### src/rtl/alu_arbiter.sv
// Round-robin arbiter sharing one ALU between two requesters: issue stage drives
// the ALU operands, response stage captures the result tagged with the owner id.
module alu_arbiter #(
    parameter int WIDTH = 32
) (
    input  logic             clk,
    input  logic             rst,
    input  logic             stall,
    input  logic             req0,
    input  logic             req1,
    input  logic [WIDTH-1:0] a0,
    input  logic [WIDTH-1:0] b0,
    input  logic [WIDTH-1:0] a1,
    input  logic [WIDTH-1:0] b1,
    input  logic [1:0]       op0,
    input  logic [1:0]       op1,
    output logic             gnt0,
    output logic             gnt1,
    output logic [WIDTH-1:0] alu_i1,
    output logic [WIDTH-1:0] alu_i2,
    output logic [1:0]       alu_op,
    input  logic [WIDTH-1:0] alu_dout,
    input  logic             alu_zero,
    input  logic             alu_sign,
    output logic             rsp_valid,
    output logic             rsp_id,
    output logic [WIDTH-1:0] rsp_dout,
    output logic             rsp_zero,
    output logic             rsp_sign
);

    logic last;
    logic vld_p0;
    logic id_p0;

    // On a tie the requester that did not win last time gets the ALU.
    always_comb begin
        gnt0 = 1'b0;
        gnt1 = 1'b0;
        if (!rst && !stall) begin
            if (req0 && req1) begin
                gnt0 = last;
                gnt1 = ~last;
            end else begin
                gnt0 = req0;
                gnt1 = req1;
            end
        end
    end

    // ---- stage p0: issue operands to the ALU ----
    always_ff @(posedge clk or posedge rst) begin
        if (rst) begin
            alu_i1 <= '0;
            alu_i2 <= '0;
            alu_op <= 2'b00;
            vld_p0 <= 1'b0;
            id_p0  <= 1'b0;
            last   <= 1'b1;
        end else begin
            vld_p0 <= gnt0 | gnt1;
            if (gnt0 | gnt1) begin
                alu_i1 <= gnt1 ? a1 : a0;
                alu_i2 <= gnt1 ? b1 : b0;
                alu_op <= gnt1 ? op1 : op0;
                id_p0  <= gnt1;
                last   <= gnt1;
            end
        end
    end

    // ---- stage p1: capture the ALU result ----
    always_ff @(posedge clk or posedge rst) begin
        if (rst) begin
            rsp_valid <= 1'b0;
            rsp_id    <= 1'b0;
            rsp_dout  <= '0;
            rsp_zero  <= 1'b0;
            rsp_sign  <= 1'b0;
        end else begin
            rsp_valid <= vld_p0;
            if (vld_p0) begin
                rsp_id   <= id_p0;
                rsp_dout <= alu_dout;
                rsp_zero <= alu_zero;
                rsp_sign <= alu_sign;
            end
        end
    end

endmodule

### config.mk
export PLATFORM = sky130hd
export DESIGN_NAME = alu_arbiter
export DESIGN_NICKNAME = d
export VERILOG_FILES = /design/src/rtl/alu_arbiter.sv
export SDC_FILE = /design/constraint.sdc
export NUM_CORES = 1
export LEC_CHECK = 0
export ABC_AREA = 1
export BUFFER_PORTS_ARGS = -buffer_cell sky130_fd_sc_hd__buf_2
export CORE_UTILIZATION = 41
export CTS_CLUSTER_DIAMETER = 120
export CTS_CLUSTER_SIZE = 14
export DETAILED_ROUTE_END_ITERATION = 10
export GPL_ROUTABILITY_DRIVEN = 0
export PLACE_DENSITY_LB_ADDON = 0.25
export SLEW_MARGIN = 20
export SYNTH_ARGS = -nofsm -noshare
export SYNTH_HDL_FRONTEND = slang
export SYNTH_SLANG_ARGS = --single-unit
### constraint.sdc
create_clock -name clk -period 3.68 [get_ports clk]
set_input_delay 0.736 -clock clk [delete_from_list [all_inputs] [get_ports clk]]
set_output_delay 0.736 -clock clk [all_outputs]
set_load 0.05 [all_outputs]
=== Word level (Yosys, flattened, before mapping) ===
Index checks and enable logic that the tools add are counted.

* Bits of input ports: 171
* Register bits after elaboration: 105
* Output and inout port bits: 104
* Logic and storage cells: 24

* Mux-type cells: 7
* Reduce and logical (&&, ||, !) cells: 4
* Bitwise logic cells: 2

{| class="wikitable"
|+ Operators with widths
! operator !! count
|-
| two-way mux 32 bit || 2
|-
| two-way mux 1 bit || 4
|-
| logical AND 1 bit || 2
|-
| logical NOT 1 bit || 2
|-
| two-way mux 2 bit || 1
|-
| NOT 1 bit || 1
|-
| OR 1 bit || 1
|}

=== Depth between registers and ports, before layout ===
Gate-level depths: netlist (run 1).

* Word-level depth: 4
* Depth in mapped cells: 7
* Gate-level depth less buffers: 5

=== Worst setup path after synthesis (run 1) ===
No wires, ideal clock.

* Path type: input port to output port
* Start point: in stall
* End point: out gnt0
* Stages: 4
* Data arrival time: 1.998 ns
* Buffers on the path: 1
* Data required time: 2.944 ns
* Slack: 0.946 ns
* Cells stage by stage: nor2_4 > clkbuf_1 > nand2_1 > a21oi_1

* Cells in the longest elaborated chain, start to end: 3

{| class="wikitable"
|+ RTL lines
! item !! RTL line !! source
|-
| start: declaration || 8 || <nowiki>input logic stall,</nowiki>
|-
| logical NOT 1 bit || 40 || <nowiki>if (!rst && !stall) begin</nowiki>
|-
| logical AND 1 bit || 40 ||
|-
| two-way mux 1 bit || 40 ||
|-
| end: declaration || 17 || <nowiki>output logic gnt0,</nowiki>
|}

No other way between the ends.

=== Final worst setup path (run 1) ===
* Start point: in req1
* End point: out gnt1

* Cells in the longest elaborated chain, start to end: 3

{| class="wikitable"
|+ RTL lines
! item !! RTL line !! source
|-
| start: declaration || 10 || <nowiki>input logic req1,</nowiki>
|-
| logical AND 1 bit || 41 || <nowiki>if (req0 && req1) begin</nowiki>
|-
| two-way mux 1 bit (*) || 41 ||
|-
| two-way mux 1 bit (*) || 40 ||
|-
| end: declaration || 18 || <nowiki>output logic gnt1,</nowiki>
|}

Every way passes the cells marked *; elsewhere a longest branch is shown, timed or not.

==> metrics.md, run 1 <==
| Metric | Value |
|---|---|
| YS warnings | `0` |
| Final worst clock skew | `just under 0.008 ns` |
| Post-Synth Adder-Cell Area | `0` |
| CP startpoint kind | `input pin` |
| TNS Setup | `0 ns` |
| Critical register-to-register path startpoint | `last` |
| Outcome | `finished clean` |
| Number of nets in the final layout | `1081` |
| Antenna violation net count after detailed routing | `0` |
| Share of Yosys cell area claimed by the top area cell type | `0.489` |
| Depth of the most critical reg-to-reg path | `6` |
| Leakage power figure | `approximately 0.0043 uW` |
| Fin. Hold Viols | `0` |
| Area of the mapped netlist | `5320 um^2` |
| Initial antenna violation count | `0` |
| Wire length of the first global-routing pass | `between 20 and 25 mm` |
| Placeable Area | `12600 um^2` |
| Cell type with the largest total area after synthesis | `sky130_fd_sc_hd__dfrtp_1` |
| Clock network latency to the later pin of the worst-skew pair | `between 0.3 and 0.4 ns` |
| Slew at the pin closest to its max-slew limit | `~0.73 ns` |
| Crit path required time | `around 3 ns` |
| # Post-CTS Setup Buffers | `0` |
| First drt pass iteration count | `5` |
| Relative slew margins | `0.516` |
| Sequential-to-total area share from yosys stat | `0.494` |
| CTS Hold Buffers Added | `0` |
| Detailed-route wire length | `14.5 mm` |
| CTS sink cnt | `~110` |
| Total CTS buffers | `9` |
| Upper clock frequency limit | `roughly 400 MHz` |
| Final min period | `approximately 2.5 ns` |
| Maximum fanout along the worst path | `34` |
| Ranking of synthesized cells by instance count | `sky130_fd_sc_hd__nand2_1 (200), sky130_fd_sc_hd__inv_1 (136), sky130_fd_sc_hd__dfrtp_1 (104)` |
| Kind of path behind the tightest hold check | `reg -> reg` |
| WP data arrival | `around 1.8 ns` |
| Main synth FF type | `sky130_fd_sc_hd__dfrtp_1` |
| DRC violations left | `0` |
| Wire length per cell | `about 13 um` |
| Rows | `a little over 40` |
| Worst setup path startpoint | `req1` |
| Total number of vias | `~5100` |
| Maximum number of pins on one net before global-route repair | `70` |
| Total congestion overflow after global routing | `0` |
| Die Y-Extent | `116 um` |
| Portion of netlist area occupied by mux cells | `0.0720` |
| Master cell of the clock root buffer | `sky130_fd_sc_hd__clkbuf_16` |
| Power Density | `about 540 nW/um^2` |
| Die area | `13400 um^2` |
| Start point of the worst hold path | `alu_i1[25]` |
| Instance count after placement with tap cells included | `~1100` |
| Most frequent cell after synthesis | `sky130_fd_sc_hd__nand2_1` |
| Flop and latch count out of synthesis | `roughly 110` |
| Tcrit/Tclk final | `0.677` |
| Async set or reset register ratio after synthesis | `1.00` |
| Setup Crit Path Kind | `in -> out` |
| Number of design-rule violations left by the first detailed-router iteration | `301` |
| Setup repair after global routing missed its margin | `no` |
| Clock edge transition at the registers on the reported setup and hold paths | `~0.070 ns` |
| Worst Hold Endpoint | `alu_i1[25]` |
| Die W | `116 um` |
| Largest family of logic cells by synthesized area | `simple AND/OR/NAND/NOR gates` |
| H-tree levels | `3` |
| Number of global-route vias before repair | `4669` |
| Reg-to-reg critical path endpoint | `alu_i1[25]` |
| Nets in the synthesized netlist | `between 800 and 900` |
| Mean cell area of the mapped netlist | `8.02 um^2` |
| Unique cell type count in the Yosys netlist | `19` |
| Register-to-register setup slack | `roughly 2 ns` |
| Pins Over Slew Limit | `0` |
| Critical path endpoint category | `output pin` |
| Synthesized instance count | `663` |
| Boundary pin count | `around 280` |
| Antenna diode count | `0` |
| Clock tree from TritonCTS | `done` |
| Effective utilization at floorplan | `0.421` |
| Via/cell ratio | `around 4.7` |
| Port-buffer cells | `about 270` |
| Simple-Gate Fraction of Synth Area | `0.286` |
| Post-CTS sizing | `0` |
| Number of enable flip-flop cells after synthesis | `0` |
| Number of cells traversed by the worst hold path | `2` |
| Total global routing track utilization | `0.217` |
| Max capacitance violation total | `0` |
| Post-route insts no fill | `between 1000 and 1500` |
| Fraction of layout cells with a size suffix above 1 | `0.372` |
| DP Wirelength | `between 9 and 10 mm` |
| Top area cells in the synthesized netlist | `sky130_fd_sc_hd__dfrtp_1 (49%), sky130_fd_sc_hd__nand2_1 (14%), sky130_fd_sc_hd__inv_1 (9.6%), sky130_fd_sc_hd__nand4_1 (7.8%), sky130_fd_sc_hd__mux2_2 (7.2%)` |
| Fraction of synthesized cell area in xor and xnor cells | `0` |
| Number of buffers on the longest clock path | `2` |
| Max IR drop VDD | `a little under 0.2 mV` |
| Final setup violation count | `0` |
| Share of the synthesized area in compound gates (AO/OA/AOI/OAI) | `0.00541` |
| Syn-to-layout area delta | `33.1%` |
[final cells by class]
cell class / count / area, um^2
Clock buffer: 9 / 225
Clock inverter: 7 / 85.1
Fill cell: 1226 / 5540
Inverter: 137 / 517
Multi-Input combinational cell: 374 / 1940
Sequential cell: 105 / 2630
Tap cell: 172 / 215
Timing Repair Buffer: 283 / 1460
[cells by family after synthesis]
| family | after synthesis |
|---|---|
| mux | 34 |
| compound gates | 5 |
| simple gates | 335 |
| flops | 105 |
| buf+inv | 184 |
[layout by cell type, fill, tap and decap left out]
cell type                     n
sky130_fd_sc_hd__inv_8        1
sky130_fd_sc_hd__dfstp_2      1
sky130_fd_sc_hd__nor2_4       1
sky130_fd_sc_hd__dfrtp_1    104
sky130_fd_sc_hd__buf_4        7
sky130_fd_sc_hd__buf_2      274
sky130_fd_sc_hd__a21oi_1      2
sky130_fd_sc_hd__nand3_2      1
sky130_fd_sc_hd__inv_1      135
sky130_fd_sc_hd__clkinv_4     2
sky130_fd_sc_hd__nand3_1     66
sky130_fd_sc_hd__nand2_2      1
sky130_fd_sc_hd__clkbuf_16    9
sky130_fd_sc_hd__nand2_1    199
sky130_fd_sc_hd__mux2_2      34
sky130_fd_sc_hd__inv_6        3
sky130_fd_sc_hd__buf_12       2
sky130_fd_sc_hd__o21ai_4      1
sky130_fd_sc_hd__o21ai_0      2
sky130_fd_sc_hd__nand4_1     66
sky130_fd_sc_hd__bufinv_16    1
sky130_fd_sc_hd__inv_4        1
sky130_fd_sc_hd__nor2_1       1
sky130_fd_sc_hd__inv_2        1
[worst max path at each step]
stage	end	slack, ns
final	gnt1	1.19
after global routing	gnt1	1.09
after CTS	gnt1	1.18
after detailed placement	gnt1	1.18
after global placement	gnt1	1.18
after floorplan	alu_i1[0]	0.19
[power breakdown]
group          total, uW  internal (uW)  leakage [uW]  switching (uW)
clock network        992            543      0.000153             450
registers           1450           1350       0.00128            98.1
logic               1380            345       0.00288            1030
[registers in the layout, indices dropped and copies added, names as in the netlist]
name,cells
id_p0,1
last,1
rsp_sign,1
rsp_id,1
vld_p0,1
rsp_dout,32
rsp_zero,1
rsp_valid,1
alu_i2,32
alu_i1,32
alu_op,2
[metal layers]
metal,global-route usage,part of all wire,vias to the layer above
met5,0,0,-
met4,0.0581,0.012,0
met3,0.0560,0.085,14
met2,0.360,0.48,234
met1,0.280,0.42,2325
li1,-,-,2557
[worst max-delay path, stage by stage]
cell and delay, ns:
sky130_fd_sc_hd__buf_2 0.52, sky130_fd_sc_hd__nand3_2 0.15, sky130_fd_sc_hd__inv_1 0.08, sky130_fd_sc_hd__buf_2 0.25
[through the flow]
step / hold WS (ns) / cell area, um^2 / setup WS [ns] / total power (uW) / util
after floorplan: 0.349 / 5320 / 0.185 / 2470 / -
after global placement: 0.458 / 6770 / 1.18 / 2840 / 0.536
after detailed placement: 0.460 / 6770 / 1.18 / 2860 / 0.536
after CTS: 0.480 / 7080 / 1.18 / 3860 / 0.561
after global routing: 0.504 / 7080 / 1.09 / 4020 / 0.561
final: 0.476 / 7080 / 1.19 / 3820 / 0.561
(Power assumes the default switching activity.)
==> inputs of run 2 (changes only) <==
--- a/config.mk
+++ b/config.mk
@@ -5,9 +5,9 @@
 export SDC_FILE = /design/constraint.sdc
 export NUM_CORES = 1
 export LEC_CHECK = 0
-export ABC_AREA = 1
+export ABC_AREA = 0
 export BUFFER_PORTS_ARGS = -buffer_cell sky130_fd_sc_hd__buf_2
-export CORE_UTILIZATION = 41
+export CORE_UTILIZATION = 45
 export CTS_CLUSTER_DIAMETER = 120
 export CTS_CLUSTER_SIZE = 14
 export DETAILED_ROUTE_END_ITERATION = 10
==> constraint.sdc (replaced) <==
create_clock -name clk -period 2.32 [get_ports clk]
set_input_delay 0.464 -clock clk [delete_from_list [all_inputs] [get_ports clk]]
set_output_delay 0.464 -clock clk [all_outputs]
set_load 0.05 [all_outputs]
==> run 2 against run 1 <==
Clock skew is essentially flat; die area fell by 13%; clock-buffer cell count rose by 3; power rose by 64%; sequential cell count stayed put; combinational power increased by 68%; synthesized cell count down 39%; critical path type is now reg -> out; largest cell class unchanged.
==> metrics.md, run 2 <==
| Metric | Value |
|---|---|
| Rows | `38 (was 41)` |
| TNS Setup | `0 ns (unchanged)` |
| Simple-Gate Fraction of Synth Area | `0.217 (was 0.286)` |
| Upper clock frequency limit | `between 500 and 600 MHz` |
| Critical path endpoint category | `output pin (unchanged)` |
| H-tree levels | `3 (unchanged)` |
| Relative slew margins | `0.506 (was 0.516)` |
| Most frequent cell after synthesis | `sky130_fd_sc_hd__dfrtp_1 (was sky130_fd_sc_hd__nand2_1)` |
| Final min period | `roughly 1.8 ns` |
| Async set or reset register ratio after synthesis | `1.00 (unchanged)` |
| Area of the mapped netlist | `5090 um^2 (was 5320 um^2)` |
| Wire length of the first global-routing pass | `22.8 mm (was 22.7 mm)` |
| Fin. Hold Viols | `0 (unchanged)` |
| Port-buffer cells | `274 (unchanged)` |
| Antenna violation net count after detailed routing | `0 (unchanged)` |
| Effective utilization at floorplan | `0.466 (was 0.421)` |
| Maximum number of pins on one net before global-route repair | `67 (was 70)` |
| Main synth FF type | `sky130_fd_sc_hd__dfrtp_1 (unchanged)` |
| Max IR drop VDD | `0.652 mV (was 0.198 mV)` |
| Commonest non-fill, non-tap cell in the layout | `sky130_fd_sc_hd__buf_2 (unchanged)` |
| Number of enable flip-flop cells after synthesis | `0 (unchanged)` |
| Clock edge transition at the registers on the reported setup and hold paths | `0.07 ns (about the same)` |
| CP startpoint kind | `flop (was input pin)` |
| Sequential-to-total area share from yosys stat | `0.516 (was 0.494)` |
| Slew at the pin closest to its max-slew limit | `0.741 ns (was 0.726 ns)` |
| Kind of path behind the tightest hold check | `in -> async (was reg -> reg)` |
| Unique cell type count in the Yosys netlist | `19 (unchanged)` |
| YS warnings | `0 (unchanged)` |
| Mean cell area of the mapped netlist | `12.5 um^2 (was 8.02 um^2)` |
| Die area | `11700 um^2 (was 13400 um^2)` |
| Syn-to-layout area delta | `34.9% (was 33.1%)` |
| Die W | `108 um (was 116 um)` |
| WP data arrival | `1.37 ns (was 1.76 ns)` |
| Pins Over Slew Limit | `0 (unchanged)` |
| Final setup violation count | `0 (unchanged)` |
| Initial antenna violation count | `0 (unchanged)` |
| Maximum fanout along the worst path | `3 (was 34)` |
| Least setup slack across all paths after layout | `0.485 ns (was 1.19 ns)` |
| Total global routing track utilization | `0.253 (was 0.217)` |
| CTS Hold Buffers Added | `0 (unchanged)` |
| Largest family of logic cells by synthesized area | `simple AND/OR/NAND/NOR gates (unchanged)` |
| Post-Place Setup Slack | `0.482 ns (was 1.18 ns)` |
| Clock network latency to the later pin of the worst-skew pair | `0.34 ns (was 0.33 ns)` |
| Nets in the synthesized netlist | `578 (was 834)` |
| Total number of vias | `4614 (was 5130)` |
| Cell type with the largest total area after synthesis | `sky130_fd_sc_hd__dfrtp_1 (unchanged)` |
| Tcrit/Tclk final | `0.791` |
| Commonest non-fill, non-tap cells in the layout | `sky130_fd_sc_hd__buf_2 (274), sky130_fd_sc_hd__dfrtp_1 (104), sky130_fd_sc_hd__nor3b_1 (66), sky130_fd_sc_hd__and4_1 (66), sky130_fd_sc_hd__a221o_1 (66) (was sky130_fd_sc_hd__buf_2 (274), sky130_fd_sc_hd__nand2_1 (199), sky130_fd_sc_hd__inv_1 (135))` |
| Antenna diode count | `0 (unchanged)` |
| Clock tree from TritonCTS | `done (unchanged)` |
| First drt pass iteration count | `5 (unchanged)` |
| Number of nets in the final layout | `821 (was 1081)` |
| Ranking of synthesized cells by instance count | `sky130_fd_sc_hd__dfrtp_1 (104), sky130_fd_sc_hd__a221o_1 (66), sky130_fd_sc_hd__and4_1 (66), sky130_fd_sc_hd__nor3b_1 (66), sky130_fd_sc_hd__mux2_2 (35) (was sky130_fd_sc_hd__nand2_1 (200), sky130_fd_sc_hd__inv_1 (136), sky130_fd_sc_hd__dfrtp_1 (104))` |
| Share of the synthesized area in compound gates (AO/OA/AOI/OAI) | `0.135 (was 0.00541)` |
| Leakage power figure | `0.00330 uW (was 0.00431 uW)` |
| Setup repair after global routing missed its margin | `no (unchanged)` |
| DRC violations left | `0 (unchanged)` |
| Portion of netlist area occupied by mux cells | `0.0774 (was 0.0720)` |
| Die Y-Extent | `108 um (was 116 um)` |
| Post-Synth Adder-Cell Area | `0 (unchanged)` |
| Number of design-rule violations left by the first detailed-router iteration | `235 (was 301)` |
| Power Density | `912 nW/um^2 (was 539 nW/um^2)` |
| Master cell of the clock root buffer | `sky130_fd_sc_hd__clkbuf_16 (unchanged)` |
| Fraction of synthesized cell area in xor and xnor cells | `0 (unchanged)` |
| Final worst clock skew | `0.00720 ns (was 0.00769 ns)` |
| Via/cell ratio | `5.81 (was 4.72)` |
| Outcome | `finished clean (unchanged)` |
| Number of global-route vias before repair | `4549 (was 4669)` |
| Largest registers | `alu_i1 (32), alu_i2 (32), rsp_dout (32) (unchanged)` |
| Number of buffers on the longest clock path | `2 (unchanged)` |
| Post-CTS sizing | `0 (unchanged)` |
| CTS sink cnt | `105 (unchanged)` |
| Total congestion overflow after global routing | `0 (unchanged)` |
| Detailed-route wire length | `14.8 mm (was 14.5 mm)` |
| Boundary pin count | `275 (unchanged)` |
| Max capacitance violation total | `0 (unchanged)` |
| Placeable Area | `10900 um^2 (was 12600 um^2)` |
| # Post-CTS Setup Buffers | `0 (unchanged)` |
| Synthesized instance count | `407 (was 663)` |
| Flop and latch count out of synthesis | `105 (unchanged)` |
| DP Wirelength | `10.2 mm (was 9.86 mm)` |
| Setup Crit Path Kind | `reg -> out (was in -> out)` |
| Top area cells in the synthesized netlist | `sky130_fd_sc_hd__dfrtp_1 (51%), sky130_fd_sc_hd__a221o_1 (13%), sky130_fd_sc_hd__and4_1 (11%), sky130_fd_sc_hd__nor3b_1 (9.7%), sky130_fd_sc_hd__mux2_2 (7.7%) (was sky130_fd_sc_hd__dfrtp_1 (49%), sky130_fd_sc_hd__nand2_1 (14%), sky130_fd_sc_hd__inv_1 (9.6%), sky130_fd_sc_hd__nand4_1 (7.8%), sky130_fd_sc_hd__mux2_2 (7.2%))` |
| Wire length per cell | `18.7 um (was 13.3 um)` |
| Total CTS buffers | `9 (unchanged)` |
| Fraction of layout cells with a size suffix above 1 | `0.528 (was 0.372)` |
| Crit path required time | `1.86 ns (was 2.94 ns)` |
| Share of Yosys cell area claimed by the top area cell type | `0.511 (was 0.489)` |
[run 2: worst paths after layout]
| path | startpoint | endpoint | slack [ns] | cells after the start |
|---|---|---|---|---|
| setup / recovery | last | gnt0 | 0.49 | 3 |
| max in group asynchronous | rst | last | 1.73 | 3 |
| min in group clk | alu_dout[22] | rsp_dout[22] | 0.35 | 2 |
| hold reg to reg | id_p0 | id_p0 | 0.48 | 1 |
| hold / removal | rst | alu_i1[19] | 0.07 | 2 |
| setup reg to reg | last | alu_i2[2] | 0.65 | 4 |
[run 2: layer usage]
layer,GRT usage,share of wire
met1,0.317,0.41
met2,0.412,0.48
met4,0.115,0.029
met3,0.0627,0.075
met5,0,0
[run 2: logic make-up (layout without fill, tap and decap cells)]
group,count (synthesis),after routing
flip-flops,105,105
buffers and inverters,59,306
AND/OR/NAND/NOR,138,138
AO/OA/AOI/OAI,70,70
multiplexers,35,35
[run 2: layout make-up]
type	instances	area [um^2]
Clock inverter	3	47.5
Timing Repair Buffer	287	1520
Sequential cell	105	2630
Tap cell	140	175
Clock buffer	12	267
Fill cell	899	4070
Multi-Input combinational cell	243	2210
Inverter	4	18.8
[run 2: worst max-delay path: stages (launching register included)]
cell	delay, ns
sky130_fd_sc_hd__dfstp_2	0.56
sky130_fd_sc_hd__o21ai_0	0.07
sky130_fd_sc_hd__nor2_1	0.11
sky130_fd_sc_hd__buf_2	0.29
[run 2: stage by stage]
stage | util | total power [uW] | cell area [um^2] | hold WS [ns] | instances
floorplan | - | 4060 | 5100 | 0.352 | 407
global placement | 0.599 | 4680 | 6560 | 0.431 | 779
CTS | 0.628 | 6300 | 6870 | 0.0697 | 794
detailed placement | 0.599 | 4730 | 6560 | 0.429 | 779
global route | 0.628 | 6520 | 6870 | 0.0693 | 794
finish | 0.628 | 6260 | 6870 | 0.0699 | 794
[run 2: where the power goes]
part	switching [uW]	leakage [uW]	internal, uW
combinational	1660	0.00189	664
clock	657	0.000155	925
sequential	190	0.00125	2170
total	2510	0.00330	3760
==> inputs of run 3 (changes only) <==
--- a/config.mk
+++ b/config.mk
@@ -7,7 +7,7 @@
 export LEC_CHECK = 0
 export ABC_AREA = 0
 export BUFFER_PORTS_ARGS = -buffer_cell sky130_fd_sc_hd__buf_2
-export CORE_UTILIZATION = 45
+export CORE_UTILIZATION = 41
 export CTS_CLUSTER_DIAMETER = 120
 export CTS_CLUSTER_SIZE = 14
 export DETAILED_ROUTE_END_ITERATION = 10
==> constraint.sdc (replaced) <==
create_clock -name clk -period 1.5 [get_ports clk]
set_input_delay 0.3 -clock clk [delete_from_list [all_inputs] [get_ports clk]]
set_output_delay 0.3 -clock clk [all_outputs]
set_load 0.05 [all_outputs]
==> run 3 against run 2 <==
The run now ends with negative setup slack left; non-clock buffer count is 13 higher; clock power rose by 43%; global-route usage down 1.7 points; power rose by 53%; cell count increased by 5.3%; critical path depth is 1 higher; critical path type unchanged.
==> metrics.md, run 3 (synthesis results as in run 2) <==
| Metric | Value |
|---|---|
| Initial antenna violation count | `0 (unchanged)` |
| Final min period | `1.63 ns` |
| Depth of the most critical reg-to-reg path | `5 (was 4)` |
| Max IR drop VDD | `0.516 mV (was 0.652 mV)` |
| Number of global-route vias before repair | `4640 (was 4549)` |
| TNS Setup | `-2.00 ns (was 0 ns)` |
| Rows | `40 (was 38)` |
| Critical path endpoint category | `output pin (unchanged)` |
| Maximum number of pins on one net before global-route repair | `67 (unchanged)` |
| Master cell of the clock root buffer | `sky130_fd_sc_hd__clkbuf_16 (unchanged)` |
| Crit path cell chain | `nand2_4 -> nand3_4 -> clkinvlp_4 -> buf_6 (was o21ai_0 -> nor2_1 -> buf_2)` |
| Worst path buffer plus inverter count | `2 (was 1)` |
| Die area | `12900 um^2 (was 11700 um^2)` |
| Register-to-register setup slack | `-0.06 ns (was 0.65 ns)` |
| Number of design-rule violations left by the first detailed-router iteration | `191 (was 235)` |
| Highest cell delay on the worst timing path | `0.58 ns (was 0.56 ns)` |
| Reg-to-reg critical path endpoint | `alu_i2[13] (was alu_i2[2])` |
| CTS sink cnt | `105 (unchanged)` |
| Clock network latency to the later pin of the worst-skew pair | `0.34 ns (about the same)` |
| Die W | `113 um (was 108 um)` |
| Total global routing track utilization | `0.235 (was 0.253)` |
| Detailed-route wire length | `15.4 mm (was 14.8 mm)` |
| Die Y-Extent | `113 um (was 108 um)` |
| CP startpoint kind | `flop (unchanged)` |
| Max stage delay cell, worst path | `sky130_fd_sc_hd__dfstp_2 (unchanged)` |
| Fin. Hold Viols | `0 (unchanged)` |
| Via/cell ratio | `5.56 (was 5.81)` |
| Clock edge transition at the registers on the reported setup and hold paths | `0.08 ns (was 0.07 ns)` |
| Number of nets in the final layout | `834 (was 821)` |
| Setup repair after global routing missed its margin | `yes (was no)` |
| Boundary pin count | `275 (unchanged)` |
| Outcome | `complete, but fails checks (was finished clean)` |
| Number of buffers on the longest clock path | `2 (unchanged)` |
| Total CTS buffers | `9 (unchanged)` |
| First drt pass iteration count | `4 (was 5)` |
| Wire length per cell | `18.4 um (was 18.7 um)` |
| Slew at the pin closest to its max-slew limit | `0.484 ns (was 0.741 ns)` |
| Largest registers | `alu_i1 (32), alu_i2 (32), rsp_dout (32) (unchanged)` |
| Fraction of layout cells with a size suffix above 1 | `0.540 (was 0.528)` |
| Commonest non-fill, non-tap cell in the layout | `sky130_fd_sc_hd__buf_2 (unchanged)` |
| Max capacitance violation total | `0 (unchanged)` |
| Violations in the final reports | `negative setup slack` |
| Instance count after placement with tap cells included | `817 (was 779)` |
| WP data arrival | `1.33 ns (was 1.37 ns)` |
| Pins Over Slew Limit | `0 (unchanged)` |
| Kind of path behind the tightest hold check | `in -> async (unchanged)` |
| Relative slew margins | `0.678 (was 0.506)` |
| Upper clock frequency limit | `just over 600 MHz` |
| Post-Place Setup Slack | `-0.0268 ns (was 0.482 ns)` |
| Effective utilization at floorplan | `0.422 (was 0.466)` |
| Antenna violation net count after detailed routing | `0 (unchanged)` |
| Post-layout utilization of the core | `0.588 (was 0.628)` |
| Antenna diode count | `0 (unchanged)` |
| Total number of vias | `4644 (was 4614)` |
| DRC violations left | `0 (unchanged)` |
| Total congestion overflow after global routing | `0 (unchanged)` |
| Commonest non-fill, non-tap cells in the layout | `sky130_fd_sc_hd__buf_2 (272), sky130_fd_sc_hd__dfrtp_1 (104), sky130_fd_sc_hd__nor3b_1 (66), sky130_fd_sc_hd__and4_1 (66), sky130_fd_sc_hd__a221o_1 (66) (was sky130_fd_sc_hd__buf_2 (274), sky130_fd_sc_hd__dfrtp_1 (104), sky130_fd_sc_hd__nor3b_1 (66), sky130_fd_sc_hd__and4_1 (66), sky130_fd_sc_hd__a221o_1 (66))` |
| FILL cells | `1037 (was 899)` |
| Wire length of the first global-routing pass | `23.8 mm (was 22.8 mm)` |
| H-tree levels | `3 (unchanged)` |
| Post-route insts no fill | `836 (was 794)` |
| Placeable Area | `12100 um^2 (was 10900 um^2)` |
| Final setup violation count | `63 (was 0)` |
| DP Wirelength | `10.6 mm (was 10.2 mm)` |
| Tcrit/Tclk final | `1.09` |
| Cell family contributing the most delay on the critical path | `flip-flops (unchanged)` |
| Least setup slack across all paths after layout | `-0.129 ns (was 0.485 ns)` |
| Final worst clock skew | `0.00800 ns (was 0.00720 ns)` |
| Port-buffer cells | `274 (unchanged)` |
| Power Density | `1350 nW/um^2 (was 912 nW/um^2)` |
| Maximum fanout along the worst path | `3 (unchanged)` |
| Clock tree from TritonCTS | `done (unchanged)` |
| Leakage power figure | `0.00338 uW (was 0.00330 uW)` |
| Worst setup path startpoint | `last (unchanged)` |
| Critical register-to-register path startpoint | `last (unchanged)` |
| Crit path required time | `1.20 ns (was 1.86 ns)` |
| Syn-to-layout area delta | `39.4% (was 34.9%)` |
| Setup Crit Path Kind | `reg -> out (unchanged)` |
run 3: metrics by stage:
| step | power (uW) | cell area (um^2) | hold slack [ns] |
|---|---|---|---|
| floorplan | 6290 | 5120 | 0.352 |
| global placement | 7300 | 6740 | 0.459 |
| detailed placement | 7360 | 6740 | 0.467 |
| CTS | 9660 | 7070 | 0.101 |
| global route | 9980 | 7100 | 0.114 |
| finish | 9600 | 7100 | 0.0813 |
run 3: worst register-to-register path, delay by kind of cell (launching register included):
| family | cells | cell delay [ns] |
|---|---|---|
| AO/OA/AOI/OAI | 1 | 0.26 |
| flip-flops | 1 | 0.58 |
| AND/OR/NAND/NOR | 2 | 0.28 |
| buffers and inverters | 2 | 0.33 |
run 3: worst max path at each step:
stage | depth (start not counted) | to | slack [ns]
after floorplan | 1 | alu_i1[0] | -0.06
after global placement | 4 | gnt0 | -0.005
after detailed placement | 5 | alu_i1[6] | -0.03
after CTS | 4 | gnt1 | -0.14
after global routing | 3 | gnt0 | -0.19
final | 4 | gnt1 | -0.13
run 3: cell type report:
type	instances	area, um^2	share of cell area
Clock inverter	6	47.5	0.00670
Tap cell	168	210	0.0296
Sequential cell	105	2630	0.370
Multi-Input combinational cell	243	2230	0.315
Inverter	4	22.5	0.00317
Clock buffer	10	239	0.0337
Timing Repair Buffer	300	1720	0.242
run 3: power by group:
group	leakage [uW]	internal, uW	switching [uW]	total [uW]
registers	0.00125	3350	293	3640
logic	0.00198	1100	2600	3700
clock network	0.000140	1190	1070	2260
run 3: layer usage:
layer  part of all wire  vias up  track usage  wire, um
met1               0.43     2260        0.291      6550
met3              0.064       33       0.0468       990
met5                  0        -            0         0
met4              0.025        0        0.101       392
li1                   -     2136            -         -
met2               0.48      215        0.402      7440
run 3: repair_timing:
item / 4_1_cts / 5_1_grt
resized for setup: 8 / 1
hold buffers: 0 / 0
pin swaps: 1 / 1
gates cloned: 0 / 1
buffers inserted: 2 / 0
endpoints found under the setup margin: 3 / 68
